`config.mk`:
```
export PLATFORM = sky130hd
export DESIGN_NAME = bht_access_ctrl
export DESIGN_NICKNAME = d
export VERILOG_FILES = /design/src/rtl/bht_access_ctrl.sv
export SDC_FILE = /design/constraint.sdc
export NUM_CORES = 1
export LEC_CHECK = 0
export ABC_AREA = 1
export CORE_MARGIN = 2
export CORE_UTILIZATION = 56
export CTS_CLUSTER_SIZE = 30
export DETAILED_ROUTE_END_ITERATION = 12
export MAX_ROUTING_LAYER = met4
export PLACE_DENSITY = 0.76
export SLEW_MARGIN = 10
export SYNTH_ARGS = -nofsm -noshare
export SYNTH_HDL_FRONTEND = slang
export SYNTH_SLANG_ARGS = --single-unit
```
`constraint.sdc`:
```
create_clock -name clk_i -period 5.55 [get_ports clk_i]
set_input_delay 1.11 -clock clk_i [delete_from_list [all_inputs] [get_ports clk_i]]
set_output_delay 1.11 -clock clk_i [all_outputs]
set_load 0.02 [all_outputs]
```
`src/rtl/bht_access_ctrl.sv`:
```
// Bimodal BHT initiator: fetch lookups, in-order branch resolves and update sequencing.
// Optional global-history index hashing is enabled by defining BHT_GHIST_HASH_EN.
`ifndef BHT_IDX_WIDTH
`define BHT_IDX_WIDTH 4
`endif

package bht_access_ctrl_pkg;
  typedef enum logic [1:0] {INIT = 2'd0, USER = 2'd1, SUPER = 2'd2, MACH = 2'd3} domain_t;
endpackage

// state  | meaning
// IDLE   | serve lookups; a resolve presents the head index to the BHT
// COMMIT | update enabled, index moved off the head so the BHT commits it
// FLUSH  | one dead cycle after a mispredict
module bht_access_ctrl
  import bht_access_ctrl_pkg::*;
#(
  parameter int IDX_W = `BHT_IDX_WIDTH,
  parameter int DEPTH = 4
) (
  input  logic             clk_i,
  input  logic             rst_ni,
  input  logic             lk_valid_i,
  output logic             lk_ready_o,
  input  logic [31:0]      lk_pc_i,
  input  domain_t          lk_domain_i,
  output logic             pred_valid_o,
  output logic             pred_taken_o,
  output logic [31:0]      pred_targ_o,
  input  logic             res_valid_i,
  output logic             res_ready_o,
  input  logic             res_taken_i,
  input  logic [31:0]      res_targ_i,
  output logic             mispredict_o,
  output logic [31:0]      redirect_targ_o,
  output logic [IDX_W-1:0] bht_idx_o,
  output domain_t          bht_domain_o,
  output logic [31:0]      bht_targ_o,
  output logic             bht_update_en_o,
  output logic             bht_br_result_o,
  input  logic             bht_pred_i,
  input  logic [31:0]      bht_targ_i
);

  localparam int PTR_W = $clog2(DEPTH);
  localparam int CNT_W = PTR_W + 1;
  localparam logic [CNT_W-1:0] DEPTH_C = CNT_W'(DEPTH);

  typedef enum logic [1:0] {IDLE, COMMIT, FLUSH} state_t;

  typedef struct packed {
    logic [IDX_W-1:0] idx;
    domain_t          dom;
    logic [31:0]      pc;
    logic             pred;
    logic [31:0]      targ;
`ifdef BHT_GHIST_HASH_EN
    logic [IDX_W-1:0] gh;
`endif
  } ent_t;

  state_t           r_state;
  ent_t             r_mem [DEPTH];
  logic [PTR_W-1:0] r_wr, r_rd;
  logic [CNT_W-1:0] r_cnt;
  logic             r_lk_v;
  logic [IDX_W-1:0] r_lk_idx;
  domain_t          r_lk_dom;
  logic [31:0]      r_lk_pc;
  ent_t             r_head;
  logic             r_taken;
  logic [31:0]      r_targ;
  logic [IDX_W-1:0] r_idx_q;
  domain_t          r_dom_q;
  logic [31:0]      r_btarg_q;

  logic [IDX_W-1:0] w_lk_idx;
  ent_t             w_head, w_push_ent;
  logic [CNT_W-1:0] w_occ;
  logic             w_res_rdy, w_res_acc, w_lk_rdy, w_lk_acc;
  logic             w_mis, w_push, w_pop;
  logic [IDX_W-1:0] w_bidx;
  domain_t          w_bdom;
  logic [31:0]      w_btarg, w_redir;
  logic             w_upd, w_brres;

`ifdef BHT_GHIST_HASH_EN
  logic [IDX_W-1:0] r_ghist;
  logic [IDX_W-1:0] r_lk_gh;
  assign w_lk_idx = lk_pc_i[IDX_W+1:2] ^ r_ghist;
`else
  assign w_lk_idx = lk_pc_i[IDX_W+1:2];
`endif

  assign w_head    = r_mem[r_rd];
  assign w_occ     = r_cnt + CNT_W'(r_lk_v);
  assign w_res_rdy = rst_ni & (r_state == IDLE) & (r_cnt != '0);
  assign w_res_acc = w_res_rdy & res_valid_i;
  assign w_mis     = (r_state == COMMIT) &
                     ((r_taken != r_head.pred) | (r_taken & r_head.pred & (r_targ != r_head.targ)));
  assign w_lk_acc  = w_lk_rdy & lk_valid_i;
  assign w_push    = r_lk_v & ~w_mis;
  assign w_pop     = (r_state == COMMIT);

  always_comb begin
    w_lk_rdy = 1'b0;
    w_bidx   = r_idx_q;
    w_bdom   = r_dom_q;
    w_btarg  = r_btarg_q;
    w_upd    = 1'b0;
    w_brres  = 1'b0;
    w_redir  = '0;
    case (r_state)
      IDLE: begin
        if (w_res_acc) begin
          w_bidx  = w_head.idx;
          w_bdom  = w_head.dom;
          w_btarg = res_targ_i;
        end else begin
          w_lk_rdy = rst_ni & (w_occ < DEPTH_C);
          if (w_lk_rdy & lk_valid_i) begin
            w_bidx = w_lk_idx;
            w_bdom = lk_domain_i;
          end
        end
      end
      COMMIT: begin
        w_upd   = 1'b1;
        w_brres = r_taken;
        // head pops this cycle, so occupancy may reach DEPTH
        w_lk_rdy = rst_ni & ~w_mis & (w_occ <= DEPTH_C) & (w_lk_idx != r_head.idx);
        if (w_lk_rdy & lk_valid_i) begin
          w_bidx = w_lk_idx;
          w_bdom = lk_domain_i;
        end else begin
          w_bidx = r_head.idx ^ IDX_W'(1);
          w_bdom = r_head.dom;
        end
        if (w_mis) w_redir = r_taken ? r_targ : r_head.pc + 32'd4;
      end
      default: ;
    endcase
  end

  always_comb begin
    w_push_ent      = '0;
    w_push_ent.idx  = r_lk_idx;
    w_push_ent.dom  = r_lk_dom;
    w_push_ent.pc   = r_lk_pc;
    w_push_ent.pred = bht_pred_i;
    w_push_ent.targ = bht_targ_i;
`ifdef BHT_GHIST_HASH_EN
    w_push_ent.gh   = r_lk_gh;
`endif
  end

  always_ff @(posedge clk_i) begin
    if (w_push) r_mem[r_wr] <= w_push_ent;
  end

  always_ff @(posedge clk_i or negedge rst_ni) begin
    if (!rst_ni) begin
      r_state   <= IDLE;
      r_wr      <= '0;
      r_rd      <= '0;
      r_cnt     <= '0;
      r_lk_v    <= 1'b0;
      r_lk_idx  <= '0;
      r_lk_dom  <= INIT;
      r_lk_pc   <= '0;
      r_head    <= '0;
      r_taken   <= 1'b0;
      r_targ    <= '0;
      r_idx_q   <= '0;
      r_dom_q   <= INIT;
      r_btarg_q <= '0;
    end else begin
      r_idx_q   <= w_bidx;
      r_dom_q   <= w_bdom;
      r_btarg_q <= w_btarg;
      r_lk_v    <= w_lk_acc;
      if (w_lk_acc) begin
        r_lk_idx <= w_lk_idx;
        r_lk_dom <= lk_domain_i;
        r_lk_pc  <= lk_pc_i;
      end
      case (r_state)
        IDLE: begin
          if (w_res_acc) begin
            r_state <= COMMIT;
            r_head  <= w_head;
            r_taken <= res_taken_i;
            r_targ  <= res_targ_i;
          end
        end
        COMMIT:  r_state <= w_mis ? FLUSH : IDLE;
        default: r_state <= IDLE;
      endcase
      if (w_mis) begin
        r_wr  <= '0;
        r_rd  <= '0;
        r_cnt <= '0;
      end else begin
        if (w_push) r_wr <= r_wr + PTR_W'(1);
        if (w_pop)  r_rd <= r_rd + PTR_W'(1);
        r_cnt <= r_cnt + CNT_W'(w_push) - CNT_W'(w_pop);
      end
    end
  end

`ifdef BHT_GHIST_HASH_EN
  always_ff @(posedge clk_i or negedge rst_ni) begin
    if (!rst_ni) begin
      r_ghist <= '0;
      r_lk_gh <= '0;
    end else begin
      if (w_lk_acc) r_lk_gh <= r_ghist;
      if (w_mis)          r_ghist <= r_head.gh;
      else if (w_res_acc) r_ghist <= IDX_W'({r_ghist, res_taken_i});
    end
  end
`endif

  assign lk_ready_o      = w_lk_rdy;
  assign res_ready_o     = w_res_rdy;
  assign pred_valid_o    = r_lk_v;
  assign pred_taken_o    = r_lk_v & bht_pred_i;
  assign pred_targ_o     = r_lk_v ? bht_targ_i : '0;
  assign mispredict_o    = w_mis;
  assign redirect_targ_o = w_redir;
  assign bht_idx_o       = w_bidx;
  assign bht_domain_o    = w_bdom;
  assign bht_targ_o      = w_btarg;
  assign bht_update_en_o = w_upd;
  assign bht_br_result_o = w_brres;

endmodule

```
==> results.py, run 1 <==
metrics = {
    "global_route": {
        "grt_pass1_wl_mm": 77.1,
        "grt_overflow": 0,
        "grt_pass1_vias": 13900,
        "grt_util_all_layers_pct": 29.2,
        "antenna_found_initial": 1,
        "grt_start_max_net_pins": 94,
    },
    "critical_path": {
        "cp-end-kind": "primary output",
        "required_ns": 4.44,
        "start_kind": "register",
        "max_stage_delay_ns": 0.65,
        "crit_path_cell_trace": "xnor2_1 > nand2_1 > nor2_1 > nand2_1 > nor2_1 > nand2_1 > nand2_1 > nand2_1 > nand2_1 > buf_4 > inv_1 > o21ai_0 > a21oi_1 > clkdlybuf4s50_1",
        "crit_type": "reg2out",
        "critPathMaxFanout": 18,
        "worstPathArrival_ns": 3.84,
        "critPathBufInv": 3,
        "crit_top_cell": "nand2_1",
        "critPathTopFamily": "buffers and inverters",
        "slowest_stage": "clkdlybuf4s50_1",
    },
    "clocking": {
        "cts_setup_buffers": 0,
        "clkSlewWorstSetupHoldPaths_ns": 0.06,
        "numCtsBuffers": 46,
        "clkLatencyLatePin_ns": 0.56,
        "h-tree-depth": 2,
        "cts_tree": "done",
        "cts_resized": 0,
        "clockBufferDepth": 3,
        "cts-root-buf": "clkbuf_16",
        "clock-sinks": 450,
        "holdBufCountCts": 0,
    },
    "floorplan": {
        "core-area_um2": 33300,
        "initial_core_util_pct": 56.4,
        "dieHeight_um": 187,
        "dieArea_um2": 35000,
        "io_pins": 213,
        "rows": 67,
        "die_x_um": 187,
    },
    "place": {
        "port_buffers": 212,
        "gp_congestion": 0.914,
        "dp_hpwl_mm": 31.8,
    },
    "detailed_routing": {
        "drt_pass1_iterations": 5,
        "vias_per_cell": 5.58,
        "route.vias.total": 13900,
        "wire_per_inst_um": 19.7,
        "route.detailed.drc": 0,
        "drt_iter0_drc": 1280,
        "ant_nets": 0,
        "routed_wl_mm": 49.2,
    },
    "sta": {
        "slew_headroom_pct": 25.6,
        "fmax_ghz": 0.202,
        "rsz0062_at_grt": "false",
        "maxSlewViolCount": 0,
        "finalCritPeriodShare_pct": 89.2,
        "totalNegativeSetupSlack_ns": 0,
        "fin_skew_ns": 0.0239,
        "hold_viol": 0,
        "period_minus_slack_ns": 4.95,
        "max_slew.worst_pin.slew_ns": 1.12,
        "finalSetupViolations": 0,
    },
    "synthesis": {
        "ys_seq_elements": 450,
        "post_synth.cell_area_avg_um2": 10.3,
        "synth-edff-count": 268,
        "synth_nets": 1933,
        "ys.flop_type": "edfxtp_1",
        "syn_inst": 1818,
        "syn-cell-area_um2": 18800,
        "ys_warn_count": 0,
        "seq_area_frac_synth_pct": 67.1,
        "ys_types": 35,
        "async_reset_ff_share_pct": 40.4,
    },
    "power": {
        "combPwrFrac_pct": 33.1,
        "p_int_mw": 7.66,
        "p_switching_mw": 4.54,
        "p_clk_share_pct": 24.7,
        "power_frac_seq_pct": 42.2,
        "power_density_nw_per_um2": 535,
        "switching_share_pct": 37.2,
        "power_leakage_nw": 9.34,
        "ir_drop_uv": 295,
    },
    "final_layout": {
        "fillCellCount": 2437,
        "drive_gt1_share_pct": 5.33,
        "area_growth_pct": 21.5,
        "final_nets": 2122,
        "final_core_util_pct": 68.6,
    },
    "outcome": {
        "outcome": "finished clean",
    },
    "worst_hold_path": {
        "hold_path_class": "reg2reg",
    },
    "flow_run": {
        "max_cap_violations": 0,
    },
}
[synth_stat cells (3+ instances only)]
cell type  instances  share of area, %
dfrtp_1          182                24
xor2_1            21              0.98
edfxtp_1         268                43
a21boi_0           6              0.24
o22ai_1           67               2.2
nand4_1            9              0.30
a211oi_1          13              0.52
a21oi_1           17              0.45
o21ai_0          219               5.8
inv_1            122               2.4
xnor2_1           22               1.0
nand2_1          491               9.8
nor4_1             6              0.20
inv_2              3             0.060
clkbuf_1          75               1.5
a22oi_1            3              0.12
nand2_2            3              0.10
nor3_1            14              0.37
nor2_1           201               4.0
ha_1              10              0.67
nand3_1           35              0.93
buf_2              8              0.21
buf_1              8              0.16
[state kept, by name, summed over array words and instances (netlist names)]
name          flops
r_lk_pc          29
r_taken           1
r_idx_q           4
r_btarg_q        32
r_mem           268
r_rd              2
r_targ           32
r_dom_q           2
r_lk_idx          3
r_state           2
r_wr              2
pred_valid_o      1
r_cnt             3
r_head           67
r_lk_dom          2
[stage by stage]
stage / power, mW / worst slack (ns) / area [um^2] / hold slack (ns) / cells
after CTS: 12.2 / 0.636 / 22800 / 0.479 / 2493
after global placement: 9.05 / 1.06 / 21300 / 0.460 / 2407
after global routing: 12.9 / 0.391 / 22800 / 0.504 / 2494
final: 12.2 / 0.597 / 22800 / 0.476 / 2494
after detailed placement: 9.18 / 1.01 / 21300 / 0.462 / 2407
after floorplan: 7.51 / 1.00 / 18800 / 0.450 / 1818
[worst paths after layout]
check,start,endpoint,slack (ns),cells past startpoint
worst max register to register,r_targ[4],r_mem[0][22],1.86,13
max in group asynchronous,rst_ni,r_head[11],3.70,2
worst min register to register,r_btarg_q[28],r_btarg_q[28],0.48,2
worst min-delay path,r_btarg_q[28],r_btarg_q[28],0.48,2
worst max-delay path,r_targ[4],redirect_targ_o[17],0.60,14
min in group asynchronous,rst_ni,r_lk_pc[8],0.51,1
[power by group through the flow]
| stage | combinational (mW) | clock [mW] | sequential [mW] |
|---|---|---|---|
| after global routing | 4.47 | 3.18 | 5.23 |
| after CTS | 4.04 | 3.04 | 5.13 |
| after floorplan | 2.59 | 0 | 4.92 |
| after detailed placement | 4.00 | 0 | 5.17 |
| final | 4.04 | 3.02 | 5.15 |
| after global placement | 3.90 | 0 | 5.15 |
[layout by cell type (no fill, tap or decap), drive strengths merged, types with 9 or more instances in the layout]
cell	synthesis	final
edfxtp	268	268
dfrtp	182	182
o21ai	219	219
nor2	203	203
clkdlybuf4s50	0	211
clkbuf	75	71
nand4	9	9
a211oi	13	13
clkinv	1	9
ha	10	10
o22ai	67	67
nor3	16	16
inv	125	128
buf	18	22
xor2	21	21
nand2	494	494
a21oi	17	17
xnor2	22	22
nand3	36	36
[worst min-delay path, stage by stage (launching register included)]
cell	delay (ns)
dfrtp_1	0.32
nand2_1	0.05
nand2_1	0.07
[area by class of cell]
type / count / area [um^2] / share of cell area, %
Clock inverter: 16 / 181 / 0.795
Timing Repair Buffer: 234 / 2330 / 10.2
Multi-Input combinational cell: 1149 / 5370 / 23.5
Antenna cell: 1 / 2.50 / 0.0110
Clock buffer: 70 / 1300 / 5.70
Inverter: 126 / 477 / 2.09
Sequential cell: 450 / 12600 / 55.2
Tap cell: 448 / 561 / 2.46
[layer usage]
layer,share of wire (%),vias up,wire (um),GRT usage (%)
met2,46,604,22800,45.4
met3,7.8,103,3850,5.05
met4,3.0,0,1470,9.65
met1,43,6738,21100,39.5
met5,0,-,0,-
li1,-,6478,-,-
[kinds of logic (layout without fill, tap and decap cells)]
logic type	after synthesis	after routing	synth area share, %
AOI/OAI and AO/OA	327	327	9.51
DFF	450	450	67.1
and+or+nand+nor	768	768	16.1
buffers and inverters	219	446	4.51
adders and majority gates	11	11	0.773
other	0	1	0
xor gates and xnor gates	43	43	2.00
Power figures use the tool's default switching activity.
==> run 2: changes to the inputs <==
--- a/config.mk
+++ b/config.mk
@@ -6,7 +6,6 @@
 export NUM_CORES = 1
 export LEC_CHECK = 0
 export ABC_AREA = 1
-export CORE_MARGIN = 2
 export CORE_UTILIZATION = 56
 export CTS_CLUSTER_SIZE = 30
 export DETAILED_ROUTE_END_ITERATION = 12
==> results.py, run 2 (same netlist as run 1, synthesis figures left out) <==
metrics = {
    "clocking": {
        "clkLatencyLatePin_ns": 0.56,
        "clockBufferDepth": 3,
        "holdBufCountCts": 0,
        "h-tree-depth": 2,
        "clock-sinks": 450,
        "cts-root-buf": "clkbuf_16",
        "cts_resized": 0,
        "cts_setup_buffers": 0,
        "clkSlewWorstSetupHoldPaths_ns": 0.06,
        "numCtsBuffers": 45,
        "cts_tree": "done",
    },
    "global_route": {
        "grt_overflow": 0,
        "top_usage_layer": "met2",
        "grt_pass1_wl_mm": 74.1,
        "grt_use_met1_pct": 40.6,
        "grt_util_all_layers_pct": 29.4,
        "grt_use_met2_pct": 46.1,
        "grtUsageMet3_pct": 4.25,
        "grt_start_max_net_pins": 108,
        "antenna_found_initial": 0,
        "grt_pass1_vias": 13400,
    },
    "place": {
        "placed_area_um2": 21300,
        "dp_hpwl_mm": 30.8,
        "gp_congestion": 0.914,
        "port_buffers": 212,
    },
    "floorplan": {
        "core-area_um2": 32800,
        "io_pins": 213,
        "dieHeight_um": 185,
        "dieArea_um2": 34300,
        "initial_core_util_pct": 57.3,
        "rows": 66,
        "die_x_um": 185,
    },
    "worst_hold_path": {
        "hold_path_class": "reg2reg",
        "hold_path.startpoint": "r_btarg_q[29]",
    },
    "critical_path": {
        "worstPathArrival_ns": 3.73,
        "cp-end-kind": "primary output",
        "slowest_stage": "clkdlybuf4s50_1",
        "critPathBufInv": 2,
        "start_kind": "register",
        "r2r-start": "r_targ[0]",
        "critPathTopFamily": "buffers and inverters",
        "crit_path_cell_trace": "xnor2_1 > nand2_1 > nor2_1 > nand2_1 > nor2_1 > nand2_1 > nand2_1 > nand2_1 > nand2_1 > inv_1 > o21ai_0 > a21oi_1 > clkdlybuf4s50_1",
        "max_stage_delay_ns": 0.64,
        "crit_top_cell": "nand2_1",
        "crit_type": "reg2out",
        "cp-startpoint": "r_targ[7]",
        "critPathMaxFanout": 16,
        "required_ns": 4.44,
    },
    "final_layout": {
        "final_nets": 2122,
        "reg_top3": "r_mem (268), r_head (67)",
        "final_area_um2": 22700,
        "diodes": 0,
        "regMostFlops": "r_mem",
        "final_common_cell": "nand2_1",
        "area_growth_pct": 21.0,
        "fillCellCount": 2413,
        "final_core_util_pct": 69.3,
        "final_cell_mix": "nand2_1, edfxtp_1, o21ai_0",
        "drive_gt1_share_pct": 5.58,
        "largest_register_ffs": 268,
    },
    "power": {
        "power_leakage_nw": 9.30,
        "ir_drop_uv": 308,
        "power_density_nw_per_um2": 532,
        "p_total_mw": 12.1,
    },
    "outcome": {
        "outcome": "finished clean",
    },
    "sta": {
        "slew_headroom_pct": 26.7,
        "finalSetupViolations": 0,
        "period_minus_slack_ns": 4.84,
        "fin_skew_ns": 0.0218,
        "maxSlewViolCount": 0,
        "fin_hold_ws_ns": 0.475,
        "hold_viol": 0,
        "max_slew.worst_pin.slew_ns": 1.10,
        "finalCritPeriodShare_pct": 87.2,
        "rsz0062_at_grt": "false",
        "totalNegativeSetupSlack_ns": 0,
        "fmax_ghz": 0.207,
    },
    "detailed_routing": {
        "drt_iter0_drc": 1155,
        "wire_per_inst_um": 19.4,
        "vias_per_cell": 5.60,
        "routed_wl_mm": 48.2,
        "route.detailed.drc": 0,
        "drt_pass1_iterations": 6,
        "ant_nets": 0,
        "route.vias.total": 13900,
    },
    "flow_run": {
        "max_cap_violations": 0,
    },
}
[run 2: cell count changes in the layout (fill, tap and decap cells not counted), sizes merged]
cell / delta
clkbuf: -13
clkinv: +8
clkinvlp: +4
buf: +1
bufinv: -1
diode: -1
[run 2: final timing paths]
check	to	slack [ns]	depth (start not counted)
min	r_btarg_q[29]	0.47	2
max in group asynchronous	r_btarg_q[19]	2.88	3
max	redirect_targ_o[17]	0.71	13
min in group asynchronous	r_lk_pc[9]	0.52	1
max reg2reg	r_mem[3][18]	1.52	15
min reg2reg	r_btarg_q[29]	0.47	2
[run 2: routing by layer]
layer | routed length [um] | vias up
li1 | - | 6468
met1 | 20700 | 6772
met2 | 22500 | 603
met3 | 3980 | 75
met4 | 947 | 0
met5 | 0 | -
[run 2: layout make-up]
cell class | count | area, um^2 | share of cell area (%)
tap | 442 | 553 | 2.43
inverter | 126 | 477 | 2.10
timing repair buffer | 235 | 2300 | 10.1
sequential | 450 | 12600 | 55.5
clock buffer | 57 | 1200 | 5.29
clock inverter | 27 | 220 | 0.969
multi-input combinational | 1149 | 5370 | 23.6
[run 2: worst reg2reg max path: stages, from the launching register on]
cell and delay [ns]:
dfrtp_1 0.38, inv_1 0.10, nand2_1 0.06, nand2_1 0.06, nand2_1 0.08, nor2_1 0.19, nand2_1 0.07, nor2_1 0.16
nand2_1 0.14, nand2_1 0.13, nand2_1 0.06, nand2_1 0.29, buf_4 0.43, nand2_1 0.40, nor2_4 0.17, buf_4 0.80
[run 2: stage by stage]
step,worst slack (ns),std cells
2_1_floorplan,1.00,1818
3_3_place_gp,1.05,2402
3_5_place_dp,1.02,2402
4_1_cts,0.685,2486
5_1_grt,0.396,2486
6_report,0.710,2486
[run 2: power by group]
group,switching [mW],internal (mW)
combinational,2.64,1.42
clock,1.26,1.64
sequential,0.638,4.48
total,4.54,7.54
==> run 3: changes to the inputs <==
--- a/config.mk
+++ b/config.mk
@@ -6,11 +6,11 @@
 export NUM_CORES = 1
 export LEC_CHECK = 0
 export ABC_AREA = 1
-export CORE_UTILIZATION = 56
-export CTS_CLUSTER_SIZE = 30
+export CORE_UTILIZATION = 50
+export CTS_CLUSTER_SIZE = 24
 export DETAILED_ROUTE_END_ITERATION = 12
 export MAX_ROUTING_LAYER = met4
-export PLACE_DENSITY = 0.76
+export PLACE_DENSITY = 0.68
 export SLEW_MARGIN = 10
 export SYNTH_ARGS = -nofsm -noshare
 export SYNTH_HDL_FRONTEND = slang
==> results.py, run 3 (same netlist as run 1, synthesis figures left out) <==
metrics = {
    "outcome": {
        "outcome": "finished clean",
    },
    "sta": {
        "maxSlewViolCount": 0,
        "finalCritPeriodShare_pct": 87.8,
        "period_minus_slack_ns": 4.87,
        "fmax_ghz": 0.205,
        "fin_skew_ns": 0.0256,
        "totalNegativeSetupSlack_ns": 0,
        "finalSetupViolations": 0,
        "rsz0062_at_grt": "false",
        "slew_headroom_pct": 30.5,
        "worst_slack_ns": 0.679,
        "max_slew.worst_pin.slew_ns": 1.04,
        "hold_viol": 0,
        "fin_hold_ws_ns": 0.369,
    },
    "final_layout": {
        "multiInputGateArea_um2": 5370,
        "stdcell_count": 2510,
        "diodes": 0,
        "final_cell_mix": "nand2_1, edfxtp_1, o21ai_0",
        "final_core_util_pct": 62.1,
        "reg_top3": "r_mem (268), r_head (67)",
        "final-seq-area_um2": 12600,
        "drive_gt1_share_pct": 5.29,
        "regMostFlops": "r_mem",
        "largest_register_ffs": 268,
        "final_common_cell": "nand2_1",
        "final_nets": 2120,
        "area_growth_pct": 21.6,
        "fillCellCount": 3016,
    },
    "clocking": {
        "clkLatencyLatePin_ns": 0.57,
        "cts-root-buf": "clkbuf_16",
        "numCtsBuffers": 47,
        "h-tree-depth": 2,
        "clkSlewWorstSetupHoldPaths_ns": 0.06,
        "clockBufferDepth": 3,
        "cts_tree": "done",
        "cts_resized": 0,
        "holdBufCountCts": 0,
        "clock-sinks": 450,
        "cts_setup_buffers": 0,
    },
    "global_route": {
        "grt_overflow": 0,
        "grt_util_all_layers_pct": 27.5,
        "antenna_found_initial": 0,
        "grt_pass1_vias": 13300,
        "grt_pass1_wl_mm": 77.2,
        "grt_start_max_net_pins": 101,
    },
    "floorplan": {
        "initial_core_util_pct": 51.1,
        "core-area_um2": 36800,
        "dieArea_um2": 38400,
        "io_pins": 213,
        "dieHeight_um": 196,
        "die_x_um": 196,
        "rows": 70,
    },
    "flow_run": {
        "max_cap_violations": 0,
    },
    "detailed_routing": {
        "route.vias.total": 13700,
        "drt-met1-wl_mm": 22.7,
        "routed_wl_mm": 50.6,
        "wire_per_inst_um": 20.2,
        "vias_per_cell": 5.45,
        "drt_pass1_iterations": 5,
        "route.detailed.drc": 0,
        "met2WireLength_mm": 23.9,
        "wl_met3_mm": 3.06,
        "dr.max_layer_used": "met4",
        "drt_iter0_drc": 916,
        "ant_nets": 0,
    },
    "place": {
        "place_inst": 2424,
        "post-place-ws_ns": 1.04,
        "gp_congestion": 0.900,
        "port_buffers": 212,
        "dp_hpwl_mm": 32.6,
    },
    "critical_path": {
        "critPathMaxFanout": 6,
        "start_kind": "register",
        "crit_path_cell_trace": "ha_1 > nand2_1 > nor3_1 > nand2_1 > inv_1 > nand3_1 > nor3_2 > nor2_1 > nor3_1 > a21oi_1 > nor2_1 > clkdlybuf4s50_1",
        "required_ns": 4.44,
        "slowest_stage": "clkdlybuf4s50_1",
        "critPathTopFamily": "simple AND/OR/NAND/NOR gates",
        "critPathBufInv": 2,
        "crit_type": "reg2out",
        "worstPathArrival_ns": 3.76,
        "max_stage_delay_ns": 0.65,
        "cp-end-kind": "primary output",
    },
    "power": {
        "ir_drop_uv": 282,
        "power_leakage_nw": 9.34,
        "power_density_nw_per_um2": 535,
    },
    "worst_hold_path": {
        "hold_path_class": "in2async",
    },
}
run 3: per-stage QoR:
step / power (mW) / instance area, um^2
2_1_floorplan: 7.51 / 18800
3_3_place_gp: 9.17 / 21400
3_5_place_dp: 9.23 / 21400
4_1_cts: 12.3 / 22800
5_1_grt: 12.9 / 22800
6_report: 12.2 / 22800
run 3: metal layers:
layer	vias up	track usage, %
met4	0	8.02
met2	434	42.7
met3	62	4.06
met5	-	-
li1	6483	-
met1	6711	37.9
run 3: layout make-up:
cell class	instances	share of cell area (%)
clock inverters	29	1.08
clock buffers	57	5.36
inverters	126	2.09
well taps	468	2.56
multi-input cells	1149	23.5
flip-flops and latches	450	55.2
repair buffers	231	10.2
run 3: final timing paths:
check | startpoint | end | slack, ns | cells past startpoint
worst max-delay path | r_head[67] | redirect_targ_o[24] | 0.68 | 12
max in group asynchronous | rst_ni | r_targ[19] | 3.40 | 3
worst max register to register | r_targ[7] | r_mem[0][17] | 1.54 | 13
min in group clk_i | r_btarg_q[17] | r_btarg_q[17] | 0.48 | 2
worst min-delay path | rst_ni | pred_valid_o | 0.37 | 1
worst min register to register | r_btarg_q[17] | r_btarg_q[17] | 0.48 | 2
run 3: power breakdown:
| group | internal [mW] | switching (mW) |
|---|---|---|
| combinational | 1.42 | 2.61 |
| clock | 1.75 | 1.27 |
| sequential | 4.47 | 0.693 |
